===== config.mk =====
export PLATFORM = sky130hd
export DESIGN_NAME = dispatch_buffer_flat
export DESIGN_NICKNAME = d
export VERILOG_FILES = /design/src/rtl/dispatch_buffer_if.sv /design/src/rtl/dispatch_buffer.sv /design/src/flat_wrapper.sv
export SDC_FILE = /design/constraint.sdc
export NUM_CORES = 1
export LEC_CHECK = 0
export CAP_MARGIN = 0
export CORE_UTILIZATION = 48
export DETAILED_ROUTE_END_ITERATION = 10
export PLACE_DENSITY_LB_ADDON = 0.15
export SLEW_MARGIN = 20
export SYNTH_ARGS = -nofsm -noshare
export SYNTH_HDL_FRONTEND = slang
export SYNTH_SLANG_ARGS = --single-unit

===== constraint.sdc =====
create_clock -name clk -period 3.1 [get_ports clk]
set_input_delay 0.62 -clock clk [delete_from_list [all_inputs] [get_ports clk]]
set_output_delay 0.62 -clock clk [all_outputs]
set_load 0.02 [all_outputs]

===== src/rtl/dispatch_buffer_if.sv =====
// Dispatch-to-issue-slot bus for dispatch_buffer: uop handshake from dispatch on one side,
// head payload and per-slot write strobes toward the issue slots on the other.
interface dispatch_buffer_if #(
   parameter int NUM_SLOTS = 8
);
   logic                 io_dis_valid;
   logic                 io_dis_ready;
   logic [6:0]           io_dis_uop_pdst;
   logic [6:0]           io_dis_uop_prs1;
   logic [6:0]           io_dis_uop_prs2;
   logic                 io_dis_uop_prs1_busy;
   logic                 io_dis_uop_prs2_busy;
   logic [11:0]          io_dis_uop_br_mask;
   logic [NUM_SLOTS-1:0] io_slot_valid;
   logic [NUM_SLOTS-1:0] io_slot_we;
   logic [6:0]           io_out_uop_pdst;
   logic [6:0]           io_out_uop_prs1;
   logic [6:0]           io_out_uop_prs2;
   logic                 io_out_uop_prs1_busy;
   logic                 io_out_uop_prs2_busy;
   logic [11:0]          io_out_uop_br_mask;

   modport master (
      output io_dis_valid, io_dis_uop_pdst, io_dis_uop_prs1, io_dis_uop_prs2,
             io_dis_uop_prs1_busy, io_dis_uop_prs2_busy, io_dis_uop_br_mask, io_slot_valid,
      input  io_dis_ready, io_slot_we, io_out_uop_pdst, io_out_uop_prs1, io_out_uop_prs2,
             io_out_uop_prs1_busy, io_out_uop_prs2_busy, io_out_uop_br_mask
   );

   modport slave (
      input  io_dis_valid, io_dis_uop_pdst, io_dis_uop_prs1, io_dis_uop_prs2,
             io_dis_uop_prs1_busy, io_dis_uop_prs2_busy, io_dis_uop_br_mask, io_slot_valid,
      output io_dis_ready, io_slot_we, io_out_uop_pdst, io_out_uop_prs1, io_out_uop_prs2,
             io_out_uop_prs1_busy, io_out_uop_prs2_busy, io_out_uop_br_mask
   );
endinterface


===== src/rtl/dispatch_buffer.sv =====
// In-order uop buffer feeding the lowest free issue slot, with wakeup snooping and branch-mask clearing.
// Optional DISPATCH_BUFFER_STALL_CNT_EN adds io_stall_cnt (cycles the head waited on full slots).
module dispatch_buffer #(
   parameter int DEPTH     = 4,
   parameter int NUM_SLOTS = 8
) (
   input  logic                     clk,
   input  logic                     reset,
   input  logic                     io_kill,
   input  logic [11:0]              io_brupdate_resolve_mask,
   input  logic                     io_wakeup_ports_0_valid,
   input  logic [6:0]               io_wakeup_ports_0_bits_pdst,
   input  logic                     io_wakeup_ports_1_valid,
   input  logic [6:0]               io_wakeup_ports_1_bits_pdst,
   dispatch_buffer_if.slave         bus,
   output logic [$clog2(DEPTH):0]   io_count
`ifdef DISPATCH_BUFFER_STALL_CNT_EN
   ,
   output logic [15:0]              io_stall_cnt
`endif
);
   localparam int IDX_W = $clog2(DEPTH);
   localparam int PTR_W = IDX_W + 1;

   logic [PTR_W-1:0] head_q, tail_q;
   logic [IDX_W-1:0] head_idx, tail_idx;
   logic             empty, full, push, pop, slots_full;

   logic [6:0]       pdst_q      [DEPTH];
   logic [6:0]       prs1_q      [DEPTH];
   logic [6:0]       prs2_q      [DEPTH];
   logic             prs1_busy_q [DEPTH];
   logic             prs2_busy_q [DEPTH];
   logic [11:0]      br_mask_q   [DEPTH];

   logic [DEPTH-1:0] wake1, wake2;
   logic             in_wake1, in_wake2;
   logic [NUM_SLOTS-1:0] free_onehot;

   function automatic logic woken(input logic [6:0] prs, input logic v0, input logic [6:0] p0,
                                  input logic v1, input logic [6:0] p1);
      return (v0 && (p0 == prs)) || (v1 && (p1 == prs));
   endfunction

   assign head_idx   = head_q[IDX_W-1:0];
   assign tail_idx   = tail_q[IDX_W-1:0];
   assign empty      = (head_q == tail_q);
   assign full       = (head_q[IDX_W] != tail_q[IDX_W]) && (head_idx == tail_idx);
   assign slots_full = &bus.io_slot_valid;
   assign push       = bus.io_dis_valid && !full && !io_kill;
   assign pop        = !empty && !slots_full && !io_kill;

   // Isolate the lowest zero bit of io_slot_valid.
   assign free_onehot    = ~bus.io_slot_valid & (bus.io_slot_valid + NUM_SLOTS'(1));
   assign bus.io_slot_we = pop ? free_onehot : '0;
   assign bus.io_dis_ready = !full;
   assign io_count       = tail_q - head_q;

   always_comb begin
      wake1 = '0;
      wake2 = '0;
      for (int i = 0; i < DEPTH; i++) begin
         wake1[i] = woken(prs1_q[i], io_wakeup_ports_0_valid, io_wakeup_ports_0_bits_pdst,
                          io_wakeup_ports_1_valid, io_wakeup_ports_1_bits_pdst);
         wake2[i] = woken(prs2_q[i], io_wakeup_ports_0_valid, io_wakeup_ports_0_bits_pdst,
                          io_wakeup_ports_1_valid, io_wakeup_ports_1_bits_pdst);
      end
   end

   assign in_wake1 = woken(bus.io_dis_uop_prs1, io_wakeup_ports_0_valid, io_wakeup_ports_0_bits_pdst,
                           io_wakeup_ports_1_valid, io_wakeup_ports_1_bits_pdst);
   assign in_wake2 = woken(bus.io_dis_uop_prs2, io_wakeup_ports_0_valid, io_wakeup_ports_0_bits_pdst,
                           io_wakeup_ports_1_valid, io_wakeup_ports_1_bits_pdst);

   always_ff @(posedge clk or negedge reset) begin
      if (!reset) begin
         head_q <= '0;
         tail_q <= '0;
      end else if (io_kill) begin
         head_q <= '0;
         tail_q <= '0;
      end else begin
         if (push) tail_q <= tail_q + PTR_W'(1);
         if (pop)  head_q <= head_q + PTR_W'(1);
      end
   end

   // Payload is not reset; outputs are gated by empty so stale contents never leak.
   always_ff @(posedge clk) begin
      for (int i = 0; i < DEPTH; i++) begin
         br_mask_q[i] <= br_mask_q[i] & ~io_brupdate_resolve_mask;
         if (wake1[i]) prs1_busy_q[i] <= 1'b0;
         if (wake2[i]) prs2_busy_q[i] <= 1'b0;
         if (push && (tail_idx == IDX_W'(i))) begin
            pdst_q[i]      <= bus.io_dis_uop_pdst;
            prs1_q[i]      <= bus.io_dis_uop_prs1;
            prs2_q[i]      <= bus.io_dis_uop_prs2;
            prs1_busy_q[i] <= bus.io_dis_uop_prs1_busy && !in_wake1;
            prs2_busy_q[i] <= bus.io_dis_uop_prs2_busy && !in_wake2;
            br_mask_q[i]   <= bus.io_dis_uop_br_mask & ~io_brupdate_resolve_mask;
         end
      end
   end

   assign bus.io_out_uop_pdst      = empty ? '0 : pdst_q[head_idx];
   assign bus.io_out_uop_prs1      = empty ? '0 : prs1_q[head_idx];
   assign bus.io_out_uop_prs2      = empty ? '0 : prs2_q[head_idx];
   assign bus.io_out_uop_prs1_busy = !empty && prs1_busy_q[head_idx] && !wake1[head_idx];
   assign bus.io_out_uop_prs2_busy = !empty && prs2_busy_q[head_idx] && !wake2[head_idx];
   assign bus.io_out_uop_br_mask   = empty ? '0 : (br_mask_q[head_idx] & ~io_brupdate_resolve_mask);

`ifdef DISPATCH_BUFFER_STALL_CNT_EN
   always_ff @(posedge clk or negedge reset) begin
      if (!reset) begin
         io_stall_cnt <= '0;
      end else if (io_kill) begin
         io_stall_cnt <= '0;
      end else if (!empty && slots_full && (io_stall_cnt != 16'hFFFF)) begin
         io_stall_cnt <= io_stall_cnt + 16'd1;
      end
   end
`endif
endmodule


===== src/flat_wrapper.sv =====
// flat-port wrapper written by rule: the top's interface ports become plain ports
module dispatch_buffer_flat 
#(
   parameter int DEPTH     = 4,
   parameter int NUM_SLOTS = 8
)
  (clk, reset, io_kill, io_brupdate_resolve_mask, io_wakeup_ports_0_valid, io_wakeup_ports_0_bits_pdst, io_wakeup_ports_1_valid, io_wakeup_ports_1_bits_pdst, io_count, bus_io_dis_valid, bus_io_dis_uop_pdst, bus_io_dis_uop_prs1, bus_io_dis_uop_prs2, bus_io_dis_uop_prs1_busy, bus_io_dis_uop_prs2_busy, bus_io_dis_uop_br_mask, bus_io_slot_valid, bus_io_dis_ready, bus_io_slot_we, bus_io_out_uop_pdst, bus_io_out_uop_prs1, bus_io_out_uop_prs2, bus_io_out_uop_prs1_busy, bus_io_out_uop_prs2_busy, bus_io_out_uop_br_mask);
  dispatch_buffer_if #(.NUM_SLOTS(NUM_SLOTS)) bus_i ();
  input  logic clk;
  input  logic reset;
  input  logic io_kill;
  input  logic [11:0] io_brupdate_resolve_mask;
  input  logic io_wakeup_ports_0_valid;
  input  logic [6:0] io_wakeup_ports_0_bits_pdst;
  input  logic io_wakeup_ports_1_valid;
  input  logic [6:0] io_wakeup_ports_1_bits_pdst;
  output logic [$clog2(DEPTH):0] io_count;
  input wire logic [$bits(bus_i.io_dis_valid)-1:0] bus_io_dis_valid;
  input wire logic [$bits(bus_i.io_dis_uop_pdst)-1:0] bus_io_dis_uop_pdst;
  input wire logic [$bits(bus_i.io_dis_uop_prs1)-1:0] bus_io_dis_uop_prs1;
  input wire logic [$bits(bus_i.io_dis_uop_prs2)-1:0] bus_io_dis_uop_prs2;
  input wire logic [$bits(bus_i.io_dis_uop_prs1_busy)-1:0] bus_io_dis_uop_prs1_busy;
  input wire logic [$bits(bus_i.io_dis_uop_prs2_busy)-1:0] bus_io_dis_uop_prs2_busy;
  input wire logic [$bits(bus_i.io_dis_uop_br_mask)-1:0] bus_io_dis_uop_br_mask;
  input wire logic [$bits(bus_i.io_slot_valid)-1:0] bus_io_slot_valid;
  output wire logic [$bits(bus_i.io_dis_ready)-1:0] bus_io_dis_ready;
  output wire logic [$bits(bus_i.io_slot_we)-1:0] bus_io_slot_we;
  output wire logic [$bits(bus_i.io_out_uop_pdst)-1:0] bus_io_out_uop_pdst;
  output wire logic [$bits(bus_i.io_out_uop_prs1)-1:0] bus_io_out_uop_prs1;
  output wire logic [$bits(bus_i.io_out_uop_prs2)-1:0] bus_io_out_uop_prs2;
  output wire logic [$bits(bus_i.io_out_uop_prs1_busy)-1:0] bus_io_out_uop_prs1_busy;
  output wire logic [$bits(bus_i.io_out_uop_prs2_busy)-1:0] bus_io_out_uop_prs2_busy;
  output wire logic [$bits(bus_i.io_out_uop_br_mask)-1:0] bus_io_out_uop_br_mask;
  assign bus_i.io_dis_valid = bus_io_dis_valid;
  assign bus_i.io_dis_uop_pdst = bus_io_dis_uop_pdst;
  assign bus_i.io_dis_uop_prs1 = bus_io_dis_uop_prs1;
  assign bus_i.io_dis_uop_prs2 = bus_io_dis_uop_prs2;
  assign bus_i.io_dis_uop_prs1_busy = bus_io_dis_uop_prs1_busy;
  assign bus_i.io_dis_uop_prs2_busy = bus_io_dis_uop_prs2_busy;
  assign bus_i.io_dis_uop_br_mask = bus_io_dis_uop_br_mask;
  assign bus_i.io_slot_valid = bus_io_slot_valid;
  assign bus_io_dis_ready = bus_i.io_dis_ready;
  assign bus_io_slot_we = bus_i.io_slot_we;
  assign bus_io_out_uop_pdst = bus_i.io_out_uop_pdst;
  assign bus_io_out_uop_prs1 = bus_i.io_out_uop_prs1;
  assign bus_io_out_uop_prs2 = bus_i.io_out_uop_prs2;
  assign bus_io_out_uop_prs1_busy = bus_i.io_out_uop_prs1_busy;
  assign bus_io_out_uop_prs2_busy = bus_i.io_out_uop_prs2_busy;
  assign bus_io_out_uop_br_mask = bus_i.io_out_uop_br_mask;
  dispatch_buffer #(.DEPTH(DEPTH), .NUM_SLOTS(NUM_SLOTS)) u_core (.clk(clk), .reset(reset), .io_kill(io_kill), .io_brupdate_resolve_mask(io_brupdate_resolve_mask), .io_wakeup_ports_0_valid(io_wakeup_ports_0_valid), .io_wakeup_ports_0_bits_pdst(io_wakeup_ports_0_bits_pdst), .io_wakeup_ports_1_valid(io_wakeup_ports_1_valid), .io_wakeup_ports_1_bits_pdst(io_wakeup_ports_1_bits_pdst), .bus(bus_i), .io_count(io_count));
endmodule

==> flow_summary.toml <==
[power]
power_leakage_nw = 3.90
power.density_mw_per_mm2 = 657
total_power_w = 0.00688
ir_drop_mv = 0.468

[final_layout]
final_cell_mix = "nand2_1 (104), clkdlybuf4s50_1 (96), edfxtp_1 (92)"
antennaDiodeCount = 0
fillCellCount = 1231
multi_input_area_mm2 = 0.00373
area_delta_synth_final_pct = 35.0
register_area_mm2 = 0.00388
fin_nets = 950
drive_above_1_share_pct = 19.5
layout_commonest_cell = "nand2_1"

[yosys]
synth_warnings = 0
syn_nets = 761
synth.distinct_cells = 39
synth_edf_count = 92
syn_area_mm2 = 0.00776
ys_top_cells_by_area = "edfxtp_1 (36%), dfxtp_1 (12%), mux4_2 (9.6%)"
avgSynthCellArea_um2 = 11.4
synth.largest_area_cell = "edfxtp_1"
synthCells = 678
async_flop_share_pct = 4.11
synth_top_area_share_pct = 35.6
yosysSeqAreaShare_pct = 49.9
yosys_most_used_dff = "edfxtp_1"
ys_seq_elements = 146

[timing]
grt_setup_unrepaired = "true"
finalSetupTns_ps = 0
fin_crit_sh_pct = 99.5
slew_headroom_pct = 62.7
setup_slack_ps = 15.8
max_freq_mhz = 324
whs_ps = 457
slew_viol_final = 0
finalSetupViolCount = 0
fin_crit_ps = 3080
hold_viol = 0
worstMarginPinSlew_ps = 556
fin_skew_ps = 6.62

[setup_path]
crit_end = "bus_io_out_uop_prs1_busy"
r2r_cells = 14
path_max_fanout = 4
worst_ep_required_time_ps = 2480
path_common_cell = "buf_4"
cp_num_cells = 8
cp-start-kind = "input pin"
rrSetupSlack_ps = 310
crit_path_max_incr_delay_ps = 550
cp_data_arrival_time_ps = 2460
critPathCaptureType = "primary output"
rr_endpoint = "u_core.prs1_busy_q[1]$_DFFE_PP_"
path_delay_family = "buffers and inverters"
path_buf_inv = 3
critPathKind = "in -> out"
cpMaxStageDelayCell = "clkdlybuf4s50_1"
crit_path_start = "io_wakeup_ports_1_bits_pdst[2]"
rr_startpoint = "u_core.prs1_q[1][1]$_DFFE_PP_"
crit_chain = "clkdlybuf4s50_1 -> buf_4 -> xor2_1 -> nor4_1 -> nand4_1 -> o2111ai_1 -> o2111ai_2 -> buf_4"

[place]
gp_routability_congestion = 0.940
pre_cts_slack_ps = -408
hpwl_um = 16000
io_buffers = 121

[clock_tree]
insertion_delay_ps = 420
clk_path_buf_depth = 2
numCtsBuffers = 17
hold_buffers = 0
cts_tree = "yes"
clk_pin_slew_ps = 60
clockRootBuffer = "clkbuf_16"
cts-htree-levels = 4
cts_sinks = 146

[floorplanning]
initial_utilization_pct = 49.0
io_pins = 122
die_w_um = 129
rows = 46
coreArea_mm2 = 0.0158
dieArea_mm2 = 0.0167
die_h_um = 129

[drt]
routed_wl_um = 22800
wl_per_cell_um = 20.8
ant_nets = 0
dr.pass1.iters = 5
via_per_inst = 5.69
post-route-drc-count = 0
drt_iter0_drc = 450
vias = 6236

[global_routing]
antenna_found_initial = 1
grt_remaining_overflow = 0
grt_pass1_vias = 6457
grt_max_degree = 41
grt_pass1_wl_um = 34600
grtUsageTotal_pct = 28.1

[outcome]
status = "completed"

[worst_hold_path]
hp-class = "reg -> reg"
hold_depth = 2

[job]
max-cap-violations = 0
[area by class of cell]
class / instances / area share [%]
clock buffer: 20 / 4.67
clock inverter: 12 / 0.848
inverter: 11 / 0.394
multi-input combinational: 484 / 35.6
sequential: 146 / 37.0
tap: 216 / 2.58
timing repair buffer: 207 / 18.9
[power breakdown]
| part | switching (W) | internal, W |
|---|---|---|
| clock | 0.000832 | 0.00115 |
| sequential | 0.0000645 | 0.00215 |
| combinational | 0.00140 | 0.00128 |
[cells by family (layout without fill, tap and decap cells)]
family / after synthesis / after routing / share of synthesized area, %
flip-flops: 146 / 146 / 49.9
AO/OA/AOI/OAI: 69 / 69 / 5.16
AND/OR/NAND/NOR: 227 / 227 / 14.4
multiplexers: 35 / 35 / 9.84
buffers and inverters: 48 / 250 / 2.77
XOR/XNOR: 145 / 145 / 16.5
adder cells (fa/ha/maj): 8 / 8 / 1.39
[sequential cells by signal, summed over array words and instances, names as in the netlist]
signal	flops
u_core.prs1_q	28
u_core.prs2_q	28
u_core.pdst_q	28
u_core.prs2_busy_q	4
u_core.head_q	3
u_core.br_mask_q	48
u_core.tail_q	3
u_core.prs1_busy_q	4
[synthesized netlist by cell type (5+ instances only)]
master and count:
nor2b_1 21, clkbuf_1 15, o211ai_1 5, dfxtp_1 48
edfxtp_1 92, buf_2 16, nor3_1 5, inv_1 11
nor3b_1 14, nor2_1 23, ha_1 7, o2111ai_1 8
nor4_1 13, xnor2_1 71, nand4_1 29, nand2_1 105
a21oi_1 50, mux4_2 33, dfrtp_1 6, xor2_1 73
[worst min-delay path by stage]
stage / start / end / slack, ps
final: u_core.br_mask_q[1][4]$_DFF_P_ / u_core.br_mask_q[1][4]$_DFF_P_ / 460
after global routing: reset / u_core.tail_q[2]$_DFFE_PN0P_ / 480
after CTS: reset / u_core.tail_q[2]$_DFFE_PN0P_ / 450
after detailed placement: u_core.br_mask_q[2][1]$_DFF_P_ / u_core.br_mask_q[2][1]$_DFF_P_ / 450
after global placement: u_core.br_mask_q[1][4]$_DFF_P_ / u_core.br_mask_q[1][4]$_DFF_P_ / 440
after floorplan: reset / u_core.head_q[0]$_DFFE_PN0P_ / 320
[per-stage QoR]
stage	std cells	utilization (%)	instance area, um2
after floorplan	678	-	7760
after global placement	1051	61.3	9700
after detailed placement	1051	61.3	9700
after CTS	1093	65.4	10400
after global routing	1096	66.2	10500
final	1096	66.2	10500
[tightest hold or removal path, cell delays in order, from the launching register on]
cell and delay [ps]:
dfxtp_1 310, nand2_1 50, a21oi_1 50
[what timing repair did]
item	CTS	global route
gates resized for setup	23	33
gates cloned	0	1
pin swaps	3	7
setup buffers	10	2
setup endpoints to repair	26	40
[routing by layer]
layer  GRT usage (%)  part of all wire [%]  wire [um]
met1            34.6                    42       9520
met2            49.1                    49      11300
met3            5.49                   5.8       1310
met4            10.4                   3.1        696
met5               0                 0.044         10
Power figures use the tool's default switching activity.
